==> src/rtl/seq_control_unit_pkg.sv <==
// seq_control_unit_pkg: instruction field encodings, ALU op codes and one-hot phase
// constants shared by the sequencer and its branch evaluator.
package seq_control_unit_pkg;

    typedef enum logic [4:0] {
        P_IDLE = 5'b00000,
        P_1    = 5'b00001,
        P_2    = 5'b00010,
        P_3    = 5'b00100,
        P_4    = 5'b01000,
        P_5    = 5'b10000
    } phase_t;

    localparam logic [1:0] CLS_LD  = 2'b00;
    localparam logic [1:0] CLS_ST  = 2'b01;
    localparam logic [1:0] CLS_BR  = 2'b10;
    localparam logic [1:0] CLS_ALU = 2'b11;

    localparam logic [2:0] SUB_LI  = 3'b000;
    localparam logic [2:0] SUB_B   = 3'b100;
    localparam logic [2:0] SUB_BCC = 3'b111;

    localparam logic [2:0] COND_BE  = 3'b000;
    localparam logic [2:0] COND_BLT = 3'b001;
    localparam logic [2:0] COND_BLE = 3'b010;
    localparam logic [2:0] COND_BNE = 3'b011;

    localparam logic [3:0] ALU_ADD      = 4'b0000;
    localparam logic [3:0] OP_CMP       = 4'b0101;
    localparam logic [3:0] OP_FLAG_LAST = 4'b1011;
    localparam logic [3:0] OP_IN        = 4'b1100;
    localparam logic [3:0] OP_OUT       = 4'b1101;
    localparam logic [3:0] OP_ILL       = 4'b1110;
    localparam logic [3:0] OP_HLT       = 4'b1111;
    localparam logic [3:0] ALU_PASS     = 4'b1111;

    function automatic logic alu_shift(input logic [3:0] op);
        return op[3:2] == 2'b10;
    endfunction

endpackage

==> src/rtl/seq_control_unit_branch.sv <==
// branch_cond_eval: evaluates a Bcc condition code against {S,Z,C,V}.
module branch_cond_eval
    import seq_control_unit_pkg::*;
(
    input  logic [2:0] cond,
    input  logic [3:0] szcv,
    output logic       taken,
    output logic       illegal_cond
);
    logic s, z, v, unused_c;

    assign {s, z, unused_c, v} = szcv;

    always_comb begin
        illegal_cond = cond[2];
        taken = cond == COND_BE  ? z :
                cond == COND_BLT ? s ^ v :
                cond == COND_BLE ? z | (s ^ v) :
                cond == COND_BNE ? !z : 1'b0;
    end
endmodule

==> src/rtl/seq_control_unit.sv <==
// seq_control_unit: five-phase fetch/decode/execute/memory/writeback sequencer with
// run/stop, single-step and HLT control; every output is registered one phase ahead.
module seq_control_unit
    import seq_control_unit_pkg::*;
#(
    parameter int DATA_W       = 16,
    parameter bit RUN_ON_RESET = 1'b0
) (
    input  logic              CLOCK,
    input  logic              RESET,
    input  logic              EXEC,
    input  logic              STEP,
    input  logic [15:0]       COMMAND,
    input  logic [3:0]        SZCV,
    output logic [4:0]        phase,
    output logic              running,
    output logic              halted,
    output logic              illegal,
    output logic              ir_load,
    output logic [DATA_W-1:0] immidiate,
    output logic [3:0]        S_ALU,
    output logic              AR_MUX,
    output logic              BR_MUX,
    output logic              INPUT_MUX,
    output logic              ADR_MUX,
    output logic [2:0]        writeAddress,
    output logic              write,
    output logic              flag_write,
    output logic              mem_read,
    output logic              mem_write,
    output logic              out_en,
    output logic              pc_inc,
    output logic              pc_load
);
    phase_t            state, state_nxt;
    logic [15:0]       ir, w;
    logic [1:0]        cls;
    logic [3:0]        op;
    logic [2:0]        ra, rb;
    logic              exec_q, step_mode, stop_req, boot;
    logic              exec_rise, start, dec, cond_taken, cond_bad;
    logic              is_ld, is_st, is_alu, is_li, is_b, is_bcc, is_shift, is_hlt, bad, wr, taken;
    logic [DATA_W-1:0] imm_n;
    logic [3:0]        alu_n;
    logic [2:0]        wa_n;
    logic              ar_n, br_n, inp_n, adr_n, flag_n, mrd_n, mwr_n, out_n;
    logic              write_n, pc_inc_n, pc_load_n, illegal_n;

    branch_cond_eval u_cond (
        .cond        (w[10:8]),
        .szcv        (SZCV),
        .taken       (cond_taken),
        .illegal_cond(cond_bad)
    );

    // Decode the word the next phase will operate on: COMMAND while leaving P1, IR afterwards.
    always_comb begin
        w         = state == P_1 ? COMMAND : ir;
        cls       = w[15:14];
        ra        = w[13:11];
        rb        = w[10:8];
        op        = w[7:4];
        is_ld     = cls == CLS_LD;
        is_st     = cls == CLS_ST;
        is_alu    = cls == CLS_ALU;
        is_li     = cls == CLS_BR && ra == SUB_LI;
        is_b      = cls == CLS_BR && ra == SUB_B;
        is_bcc    = cls == CLS_BR && ra == SUB_BCC;
        is_shift  = is_alu && alu_shift(op);
        is_hlt    = is_alu && op == OP_HLT;
        bad       = (is_alu && op == OP_ILL) || (cls == CLS_BR && !(is_li || is_b || is_bcc)) ||
                    (is_bcc && cond_bad);
        wr        = !bad && (is_ld || is_li || (is_alu && op <= OP_IN && op != OP_CMP));
        taken     = !bad && (is_b || (is_bcc && cond_taken));
        exec_rise = EXEC && !exec_q;
        start     = state == P_IDLE && (exec_rise || boot);
        state_nxt = state == P_IDLE ? (start ? P_1 : P_IDLE) :
                    state == P_5 ? (is_hlt || stop_req || exec_rise || step_mode ? P_IDLE : P_1) :
                    phase_t'({state[3:0], 1'b0});
        dec       = state_nxt != P_IDLE && state_nxt != P_1;
        imm_n     = !dec ? '0 : is_shift ? DATA_W'(w[3:0]) : {{(DATA_W-8){w[7]}}, w[7:0]};
        alu_n     = !dec ? '0 : is_alu ? op : is_li ? ALU_PASS : ALU_ADD;
        wa_n      = !dec ? '0 : is_ld ? ra : rb;
        ar_n      = dec && (is_ld || is_st || is_alu);
        br_n      = dec && is_alu && !is_shift;
        inp_n     = dec && is_alu && op == OP_IN;
        adr_n     = dec && !is_ld;
        flag_n    = state_nxt == P_3 && is_alu && op <= OP_FLAG_LAST;
        mrd_n     = state_nxt == P_4 && is_ld;
        mwr_n     = state_nxt == P_4 && is_st;
        out_n     = state_nxt == P_4 && is_alu && op == OP_OUT;
        write_n   = state_nxt == P_5 && wr;
        pc_load_n = state_nxt == P_5 && taken;
        pc_inc_n  = state_nxt == P_5 && !taken;
        illegal_n = state_nxt == P_5 && bad;
    end

    always_ff @(posedge CLOCK or negedge RESET) begin
        if (!RESET) begin
            state        <= P_IDLE;
            ir           <= '0;
            exec_q       <= 1'b0;
            step_mode    <= 1'b0;
            stop_req     <= 1'b0;
            boot         <= RUN_ON_RESET;
            halted       <= 1'b0;
            running      <= 1'b0;
            ir_load      <= 1'b0;
            immidiate    <= '0;
            S_ALU        <= '0;
            writeAddress <= '0;
            AR_MUX       <= 1'b0;
            BR_MUX       <= 1'b0;
            INPUT_MUX    <= 1'b0;
            ADR_MUX      <= 1'b0;
            flag_write   <= 1'b0;
            mem_read     <= 1'b0;
            mem_write    <= 1'b0;
            out_en       <= 1'b0;
            write        <= 1'b0;
            pc_inc       <= 1'b0;
            pc_load      <= 1'b0;
            illegal      <= 1'b0;
        end else begin
            state        <= state_nxt;
            exec_q       <= EXEC;
            boot         <= 1'b0;
            ir           <= state == P_1 ? COMMAND : ir;
            step_mode    <= start ? exec_rise && STEP : step_mode;
            stop_req     <= state != P_IDLE && state_nxt != P_IDLE && (stop_req || exec_rise);
            halted       <= start ? 1'b0 : (state == P_5 && is_hlt) ? 1'b1 : halted;
            running      <= state_nxt != P_IDLE;
            ir_load      <= state_nxt == P_1;
            immidiate    <= imm_n;
            S_ALU        <= alu_n;
            writeAddress <= wa_n;
            AR_MUX       <= ar_n;
            BR_MUX       <= br_n;
            INPUT_MUX    <= inp_n;
            ADR_MUX      <= adr_n;
            flag_write   <= flag_n;
            mem_read     <= mrd_n;
            mem_write    <= mwr_n;
            out_en       <= out_n;
            write        <= write_n;
            pc_inc       <= pc_inc_n;
            pc_load      <= pc_load_n;
            illegal      <= illegal_n;
        end
    end

    assign phase = state;
endmodule

==> config.mk <==
export PLATFORM = sky130hd
export DESIGN_NAME = seq_control_unit
export DESIGN_NICKNAME = d
export VERILOG_FILES = /design/src/rtl/seq_control_unit_pkg.sv /design/src/rtl/seq_control_unit_branch.sv /design/src/rtl/seq_control_unit.sv
export SDC_FILE = /design/constraint.sdc
export NUM_CORES = 1
export LEC_CHECK = 0
export BUFFER_PORTS_ARGS = -buffer_cell sky130_fd_sc_hd__buf_2
export CAP_MARGIN = 0
export CORE_AREA = 4 4 78 80
export CTS_CLUSTER_SIZE = 25
export DETAILED_ROUTE_END_ITERATION = 10
export DIE_AREA = 0 0 82 84
export PLACE_DENSITY = 0.74
export SYNTH_ARGS = -nofsm -noshare
export SYNTH_HDL_FRONTEND = slang
export SYNTH_SLANG_ARGS = --single-unit
==> constraint.sdc <==
create_clock -name CLOCK -period 1.5 [get_ports CLOCK]
set_input_delay 0.375 -clock CLOCK [delete_from_list [all_inputs] [get_ports CLOCK]]
set_output_delay 0.375 -clock CLOCK [all_outputs]
set_load 0.01 [all_outputs]
==> summary.md, run 1 <==
| Metric | Value |
|---|---|
| Mapped Nets | 249 |
| CP endpoint kind | flop |
| CTS tree | yes |
| Ys flop type | dfrtp_1 |
| Post-Layout Cell Count | 407 |
| Register area share after synthesis | 0.550 |
| WS Path Type | reg2reg |
| Status | complete, but fails checks |
| Cell area after synthesis | 2460 um^2 |
| Final setup vio count | 38 |
| Min Tclk post-route | 1.69 ns |
| Hold-fix buffers, CTS | 0 |
| Final cycle utilization of the critical path | 1.12 |
| Final Hold Fails | 0 |
| Synthesized area per cell | 10.9 um^2 |
| CTS clock-pin slew for the worst setup and hold paths | 0.10 ns |
| Worst-Skew Late Latency | 0.31 ns |
| Max Fclk | 0.593 GHz |
| Input/output buffers | 65 |
| Clk_skew | 0.00771 ns |
| Dpl cell area | 3170 um^2 |
| Max-slew headroom | 0.681 |
| Worst setup SP type | flop |
| Max_cap viols | 0 |
| Tot Pwr | 8.68 mW |
| Maximum vdd drop | 0.00151 V |
| I/O pin cnt | 67 |
| Routed WL | 6.91 mm |
| Routed wire length per instance | 17.0 um |
| Die area | 6890 um^2 |
| Max H-tree Level | 2 |
| Leak | 1.84 nW |
| Post-Synthesis Cells | 225 |
| FF+latch count, synth | 54 |
| Share of cells above drive strength 1 | 0.630 |
| Clock sink total | 54 |
| Pre-CTS WS | -0.279 ns |
| Clock Path Buffers | 2 |
| Ant. Diodes | 0 |
| Starting density of the core | 0.455 |
| CTS Buf Count | 5 |
| DP HPWL | 4.16 mm |
| Vias in the first global route | 2,139 |
| Power Density | 2250 nW/um^2 |
| Final Cell Area | 3860 um^2 |
| Failing checks | setup timing |
| Max-slew violation total from the final report | 0 |
| Layout Utilization | 0.714 |
| Iteration-0 DRC Markers | 106 |
| Initial antenna violation count | 0 |
| WP data required | 1.69 ns |
| RSZ-0062 raised after global routing | true |
| Unique cell type count in the Yosys netlist | 51 |
| Routed Antenna Nets | 0 |
| Setup TNS Final | -3.94 ns |
| Vias/cell | 5.29 |
| Core area | 5410 um^2 |
| Placed insts | 388 |
| # nets final | 358 |
| First-pass GRT wire length | 10.2 mm |
| Post-synthesis async set-or-reset flop share | 1.00 |
| Die height | 84 um |
| Total gr overflow | 0 |
| Routed via count | 2,155 |
| Die width | 82 um |
| WHS | 0.0393 ns |
| CP arrival | 1.88 ns |
| Post-synth EDFFs | 0 |
| RePlAce Congestion | 0.855 |
| Post-route setup slack | -0.186 ns |
| Largest net degree at the start of global routing | 55 |
| Gr usage total | 0.192 |
| Most frequent cells in the layout | buf_2, dfrtp_1, buf_4, buf_6, nand2_1 |
| DR DRC count | 0 |
| Root Driver | clkbuf_8 |
| Worst slew pin tran | 0.477 ns |
| Hold Path Class | in2async |
| DRT Pass-1 Iters | 5 |
| Area Growth Syn to Fin | 57.1% |
| Ys Warns | 0 |
| Commonest non-fill, non-tap cell in the layout | buf_2 |
| Num rows | 27 |
| Crit Path Max Fanout | 8 |
worst max-delay path, cell delays in order, from the launching register on:
cell	delay [ns]
dfrtp_2	0.43
nor3b_4	0.27
nand2_2	0.10
buf_12	0.16
buf_8	0.14
o211ai_1	0.11
a21oi_1	0.10
o31a_1	0.26
worst paths after layout:
kind                           from    endpoint  slack (ns)  cells past startpoint
hold reg to reg               ir[1]       ir[1]        0.49                      2
setup / recovery           phase[4]     illegal       -0.19                      7
hold / removal                RESET  flag_write        0.04                      2
min in group CLOCK             EXEC      exec_q        0.17                      1
setup reg to reg           phase[4]     illegal       -0.19                      7
max in group asynchronous     RESET       ir[0]        1.22                      2
flip-flops by register name (all words and copies together) (netlist names), 3 cells and up:
signal and count:
writeAddress 3, ir 16, S_ALU 4, phase 5, immidiate 8
layout make-up:
class	instances	area [um^2]
fill	358	1540
clock buffer	5	68.8
sequential	54	1360
clock inverter	3	45.0
timing repair buffer	121	887
multi-input combinational	143	1380
tap	72	90.1
inverter	9	33.8
power breakdown:
| part | switching (mW) | total, mW | internal (mW) |
|---|---|---|---|
| registers | 0.375 | 2.38 | 2.00 |
| logic | 2.67 | 5.33 | 2.66 |
| clock network | 0.478 | 0.975 | 0.496 |
| total | 3.52 | 8.68 | 5.16 |
synth_stat cells, types with 2 or more instances:
cell type  count  area share
a31o_2         2      0.0071
buf_4         10       0.031
nand4b_1       2      0.0071
nand2b_1       2      0.0051
nor2_1        19       0.029
mux2i_1        6       0.024
nor3b_1        3      0.0092
buf_2          3      0.0061
buf_6          2      0.0092
clkbuf_1       4      0.0061
nor4b_1        3       0.011
nand2_1       31       0.047
nor3_2         2      0.0081
a21oi_1       13       0.026
dfrtp_1       54        0.55
nor2b_1        8       0.020
and2_1         2      0.0051
nor3_1         4      0.0081
nor4_1         5       0.013
o211a_1        2      0.0081
o21ai_0        2      0.0041
a211oi_1       5       0.015
mux2_2         5       0.023
inv_1          9       0.014
cell families (layout without fill, tap and decap cells):
logic type             after synthesis  in the layout  synth area share
XOR/XNOR                             1              1           0.00356
AND/OR/NAND/NOR                     92             92             0.207
flip-flops                          54             54             0.550
buffers and inverters               28            138            0.0657
multiplexers                        14             14            0.0667
AO/OA/AOI/OAI                       36             36             0.107
per-layer routing:
metal  global-route usage  up-vias  routed length (um)
met1                0.249     1060                2810
met5                    0        -                   0
met2                0.315       82                3450
met4               0.0574        0                 210
li1                     -      991                   -
met3               0.0464       22                 439
timing repair:
action,CTS,global route
pin swaps,31,28
setup endpoints to repair,42,44
cloned,0,0
gates resized for setup,51,58
setup buffers,9,2
(Power assumes the default switching activity.)
==> inputs of run 2 (changes only) <==
CELL_PAD_IN_SITES_DETAIL_PLACEMENT = 2   (was unset)
CELL_PAD_IN_SITES_GLOBAL_PLACEMENT = 2   (was unset)
CORE_AREA = 3 3 92 94   (was 4 4 78 80)
DIE_AREA = 0 0 95 97   (was 0 0 82 84)
PLACE_DENSITY = unset   (was 0.74)
PLACE_DENSITY_LB_ADDON = 0.1   (was unset)
clock period = 1.6 ns   (was 1.5 ns; I/O delays follow)
==> summary.md, run 2 (synthesis results as in run 1) <==
| Metric | Value |
|---|---|
| Status | complete, but fails checks |
| Failing checks | setup timing |
| Max Fclk | 0.579 GHz |
| Gr usage total | 0.185 |
| Commonest non-fill, non-tap cell in the layout | buf_2 |
| Most frequent cells in the layout | buf_2, dfrtp_1, buf_4, nand2_1, nor2_1 |
| Tot Pwr | 7.65 mW |
| Worst slew pin tran | 0.460 ns |
| Routed WL | 8.23 mm |
| First-pass GRT wire length | 13.1 mm |
| Clk_skew | 0.00997 ns |
| Crit Path Max Fanout | 3 |
| Routed Antenna Nets | 0 |
| Fillers | 794 |
| Sequential share of power | 0.287 |
| Min Tclk post-route | 1.73 ns |
| Area Growth Syn to Fin | 50.3% |
| WS Path Type | reg2reg |
| Pre-CTS WS | -0.233 ns |
| Post-Layout Cell Count | 443 |
| Hold Path Class | in2reg |
| Root Driver | clkbuf_8 |
| Initial antenna violation count | 0 |
| Vias/cell | 4.92 |
| Maximum vdd drop | 0.00100 V |
| Share of cells above drive strength 1 | 0.566 |
| CP arrival | 1.93 ns |
| Net Switching | 3.19 mW |
| Die area | 9220 um^2 |
| CTS Buf Count | 5 |
| Placed insts | 424 |
| Input/output buffers | 65 |
| DR DRC count | 0 |
| Worst-Skew Late Latency | 0.32 ns |
| Vias in the first global route | 2,414 |
| Ant. Diodes | 0 |
| I/O pin cnt | 67 |
| Worst setup SP type | flop |
| Max-slew violation total from the final report | 0 |
| Net Sw Frac | 0.416 |
| Iteration-0 DRC Markers | 75 |
| Final setup vio count | 20 |
| Setup TNS Final | -1.37 ns |
| Max-slew headroom | 0.691 |
| Die width | 95 um |
| Final Hold Fails | 0 |
| Num rows | 32 |
| Worst path max stage delay | 0.44 ns |
| CTS tree | yes |
| Routed wire length per instance | 18.6 um |
| Starting density of the core | 0.318 |
| Total gr overflow | 0 |
| WHS | 0.194 ns |
| CTS clock-pin slew for the worst setup and hold paths | 0.10 ns |
| Max H-tree Level | 2 |
| Share of total power in the clock network | 0.111 |
| CP endpoint kind | flop |
| Power Density | 2070 nW/um^2 |
| Max FFs per register | 16 |
| Clock Path Buffers | 2 |
| RePlAce Congestion | 0.784 |
| Crit path cell chain | nor3b_4, buf_6, buf_4, a211oi_1, a211oi_1, o32ai_2, a22o_1 |
| Gate power share | 0.602 |
| RSZ-0062 raised after global routing | true |
| Final cycle utilization of the critical path | 1.08 |
| # nets final | 364 |
| Largest net degree at the start of global routing | 20 |
| Clock sink total | 54 |
| Cell-internal power | 4.47 mW |
| CP max-delay cell | dfrtp_2 |
| Max_cap viols | 0 |
| Biggest register | ir |
| Leak | 1.82 nW |
| Most used cell, CP | a211oi_1 |
| Die height | 97 um |
| Routed via count | 2,179 |
| Post-route setup slack | -0.126 ns |
| Core area | 7730 um^2 |
| DRT Pass-1 Iters | 4 |
| DP HPWL | 5.62 mm |
| WP data required | 1.80 ns |
## run 2: cell types whose count changed in the layout (fill, tap and decap cells not counted), sizes merged
cell,change
buf,+5
clkbuf,+2
clkinvlp,-2
bufinv,-1
clkinv,+1
dlygate4sd3,+1
## run 2: path summary, 6_finish.rpt
check,startpoint,end,slack [ns],cells after the start
setup / recovery,phase[4],pc_inc,-0.13,7
hold / removal,EXEC,exec_q,0.19,1
setup reg to reg,phase[4],pc_inc,-0.13,7
max in group asynchronous,RESET,phase[0],0.58,3
hold reg to reg,ir[0],ir[0],0.48,2
min in group asynchronous,RESET,S_ALU[1],0.55,2
## run 2: per-layer routing
layer	wire length [um]	global-route usage	part of all wire
met4	102	0.0400	0.012
met2	4280	0.306	0.52
met1	3530	0.249	0.43
met3	317	0.0334	0.039
met5	0	0	0
## run 2: layout make-up
class / count / area (um^2) / area share
multi-input combinational: 143 / 1200 / 0.325
timing repair buffer: 127 / 873 / 0.236
clock inverter: 1 / 8.76 / 0.00237
inverter: 9 / 33.8 / 0.00915
clock buffer: 7 / 96.3 / 0.0261
tap: 102 / 128 / 0.0346
sequential: 54 / 1360 / 0.367
## run 2: timing repair
| action | in CTS | in global routing |
|---|---|---|
| pin swaps | 18 | 13 |
| hold buffers | 1 | 0 |
| resized for setup | 32 | 24 |
| endpoints found under the hold margin | 4 | 0 |
| setup buffers | 9 | 2 |
| setup endpoints to repair | 33 | 33 |
## run 2: metrics by stage
step	utilization	instance area, um^2
after CTS	0.461	3560
after detailed placement	0.418	3230
after global placement	0.418	3230
final	0.478	3690
after floorplan	-	2490
after global routing	0.478	3690
## run 2: worst max-delay path: cells and delay by family (launching register included)
kind | cells | cell delay [ns]
AOI/OAI and AO/OA | 4 | 0.63
DFF | 1 | 0.44
buffers and inverters | 2 | 0.29
and+or+nand+nor | 1 | 0.26
## run 2: power by group through the flow
stage / registers (mW) / clock network [mW] / logic, mW
finish: 2.20 / 0.850 / 4.61
floorplan: 2.34 / 0 / 1.90
global placement: 2.16 / 0 / 3.55
CTS: 2.18 / 0.885 / 4.24
detailed placement: 2.19 / 0 / 3.64
global route: 2.26 / 0.955 / 5.01
==> inputs of run 3 (changes only) <==
CORE_AREA = 3 3 90 92   (was 3 3 92 94)
DIE_AREA = 0 0 93 95   (was 0 0 95 97)
SYNTH_HIERARCHICAL = 1   (was unset)
==> summary.md, run 3 <==
| Metric | Value |
|---|---|
| Status | complete, but fails checks |
| Failing checks | setup timing |
| Count leader, synth | dfrtp_1 |
| Routed wire length per instance | 17.2 um |
| Synthesized area per cell | 11.9 um^2 |
| GR Util met2 | 0.274 |
| Dpl cell area | 2900 um^2 |
| CP endpoint kind | flop |
| Leading area contributor after synthesis | dfrtp_1 |
| Num rows | 31 |
| I/O pin cnt | 67 |
| DR DRC count | 0 |
| DP HPWL | 4.71 mm |
| Cell area after synthesis | 2330 um^2 |
| Min Tclk post-route | 2.25 ns |
| Vias/cell | 4.74 |
| RePlAce Congestion | 0.786 |
| CTS Buf Count | 5 |
| Register area share after synthesis | 0.581 |
| Max FFs per register | 16 |
| Most frequent cells after synthesis | dfrtp_1, nor2_1, mux2_2 |
| Vias in the first global route | 2,075 |
| Ant. Diodes | 0 |
| Power Density | 2210 nW/um^2 |
| Post-synth top area share | 0.581 |
| Worst setup SP type | flop |
| Total gr overflow | 0 |
| First-pass GRT wire length | 10.7 mm |
| WS Path Type | reg2reg |
| Final setup vio count | 44 |
| Hold Path Class | in2reg |
| Ys Warns | 6 |
| Post-Synthesis Cells | 195 |
| Gr usage total | 0.155 |
| Met3 Resource Use GR | 0.0303 |
| Largest net degree at the start of global routing | 24 |
| Crit Path Max Fanout | 5 |
| Final cycle utilization of the critical path | 1.40 |
| Max-slew headroom | 0.754 |
| Biggest register | ir |
| Gate power share | 0.579 |
| Sequential share of power | 0.297 |
| Max H-tree Level | 2 |
| Max-slew violation total from the final report | 0 |
| Maximum vdd drop | 0.000855 V |
| RSZ-0062 raised after global routing | true |
| Commonest non-fill, non-tap cell in the layout | buf_2 |
| Most frequent cells in the layout | buf_2, dfrtp_1, buf_4, nor2_1, nor2b_1 |
| CTS tree | yes |
| Share of cells above drive strength 1 | 0.563 |
| Gr busiest metal | met2 |
| Clock Path Buffers | 2 |
| Max_cap viols | 0 |
| Ys flop type | dfrtp_1 |
| Net Sw Frac | 0.387 |
| Clk_skew | 0.00436 ns |
| Root Driver | clkbuf_8 |
| # nets final | 316 |
| Clock sink total | 54 |
| Iteration-0 DRC Markers | 43 |
| Post-synth EDFFs | 0 |
| Pre-CTS WS | -0.605 ns |
| Leak | 1.68 nW |
| Area Growth Syn to Fin | 45.6% |
| Max Fclk | 0.445 GHz |
| Routed WL | 6.75 mm |
| Die height | 95 um |
| Worst slew pin tran | 0.369 ns |
| Post-route setup slack | -0.646 ns |
| Fillers | 771 |
| Post-synthesis async set-or-reset flop share | 1.00 |
| Reg area | 1350 um^2 |
| Net Switching | 2.90 mW |
| Top cells by area, synth | dfrtp_1, mux2_2, mux2i_1 |
| Input/output buffers | 65 |
| Final Cell Area | 3390 um^2 |
| CP arrival | 2.45 ns |
| Unique cell type count in the Yosys netlist | 42 |
| Multi-input gate area | 1040 um^2 |
| Mapped Nets | 219 |
| FF+latch count, synth | 54 |
| Cell-internal power | 4.59 mW |
| Routed Antenna Nets | 0 |
| Die width | 93 um |
| Routed via count | 1,858 |
| DRT Pass-1 Iters | 3 |
| Final Hold Fails | 0 |
| Share of total power in the clock network | 0.124 |
| GR Layer Usage met1 | 0.197 |
| CTS clock-pin slew for the worst setup and hold paths | 0.10 ns |
| Worst-Skew Late Latency | 0.31 ns |
| Initial antenna violation count | 0 |
| Die area | 8840 um^2 |
| Starting density of the core | 0.319 |
| WP data required | 1.80 ns |
| Core area | 7290 um^2 |
-- run 3: worst paths after layout --
path	from	endpoint	slack, ns	cells past startpoint
worst max-delay path	phase[4]	pc_inc	-0.65	10
worst min-delay path	EXEC	exec_q	0.20	1
worst max register to register	phase[4]	pc_inc	-0.65	10
worst min register to register	ir[2]	ir[2]	0.50	1
max in group asynchronous	RESET	flag_write	0.50	3
min in group asynchronous	RESET	immidiate[1]	0.52	2
-- run 3: logic make-up after synthesis --
logic type / after synthesis / share of synthesized area
buf+inv: 24 / 0.0602
simple gates: 66 / 0.160
compound gates: 26 / 0.0764
flops: 54 / 0.581
mux: 24 / 0.118
xor+xnor: 1 / 0.00377
-- run 3: critical path, cell delays in order (launching register included) --
cell and delay [ns]:
dfrtp_2 0.44, nor4_4 0.33, nand2_2 0.17, mux2_4 0.36, nand2_2 0.07, a21oi_2 0.03
a211oi_2 0.20, nand3_1 0.10, mux2i_1 0.17, o22ai_1 0.12, nor2b_1 0.14
-- run 3: cell type report --
type,count,area share
Inverter,6,0.00665
Clock inverter,3,0.0133
Tap cell,99,0.0366
Sequential cell,54,0.400
Timing Repair Buffer,108,0.216
Multi-Input combinational cell,117,0.307
Clock buffer,5,0.0203
-- run 3: power groups by stage --
stage	Clock [mW]	Combinational, mW	Sequential [mW]
after floorplan	0	1.87	2.37
after global placement	0	3.31	2.20
after detailed placement	0	3.39	2.22
after CTS	0.963	4.11	2.22
after global routing	1.01	4.72	2.30
final	0.931	4.34	2.22
-- run 3: per-stage QoR --
stage	hold slack (ns)	power, mW	instances	setup TNS [ns]	utilization
after global routing	0.198	8.04	392	-17.89	0.464
after detailed placement	0.317	5.62	369	-7.22	0.398
after floorplan	0.104	4.23	195	-1.88	-
final	0.203	7.49	392	-14.64	0.464
after CTS	0.196	7.29	387	-10.97	0.454
after global placement	0.318	5.52	369	-6.15	0.398
-- run 3: what timing repair did --
action,in CTS,in global routing
hold endpoints to repair,10,0
pin swaps,10,5
resized for setup,38,9
gates cloned,2,0
endpoints found under the setup margin,42,44
setup buffers,7,5
hold buffers,1,0
-- run 3: metal layers --
layer  share of wire  wire [um]  vias to the layer above
met5               0          0                        -
met4          0.0082         55                        0
met1            0.43       2890                      946
met3           0.045        303                        4
met2            0.52       3500                       49
li1                -          -                      859
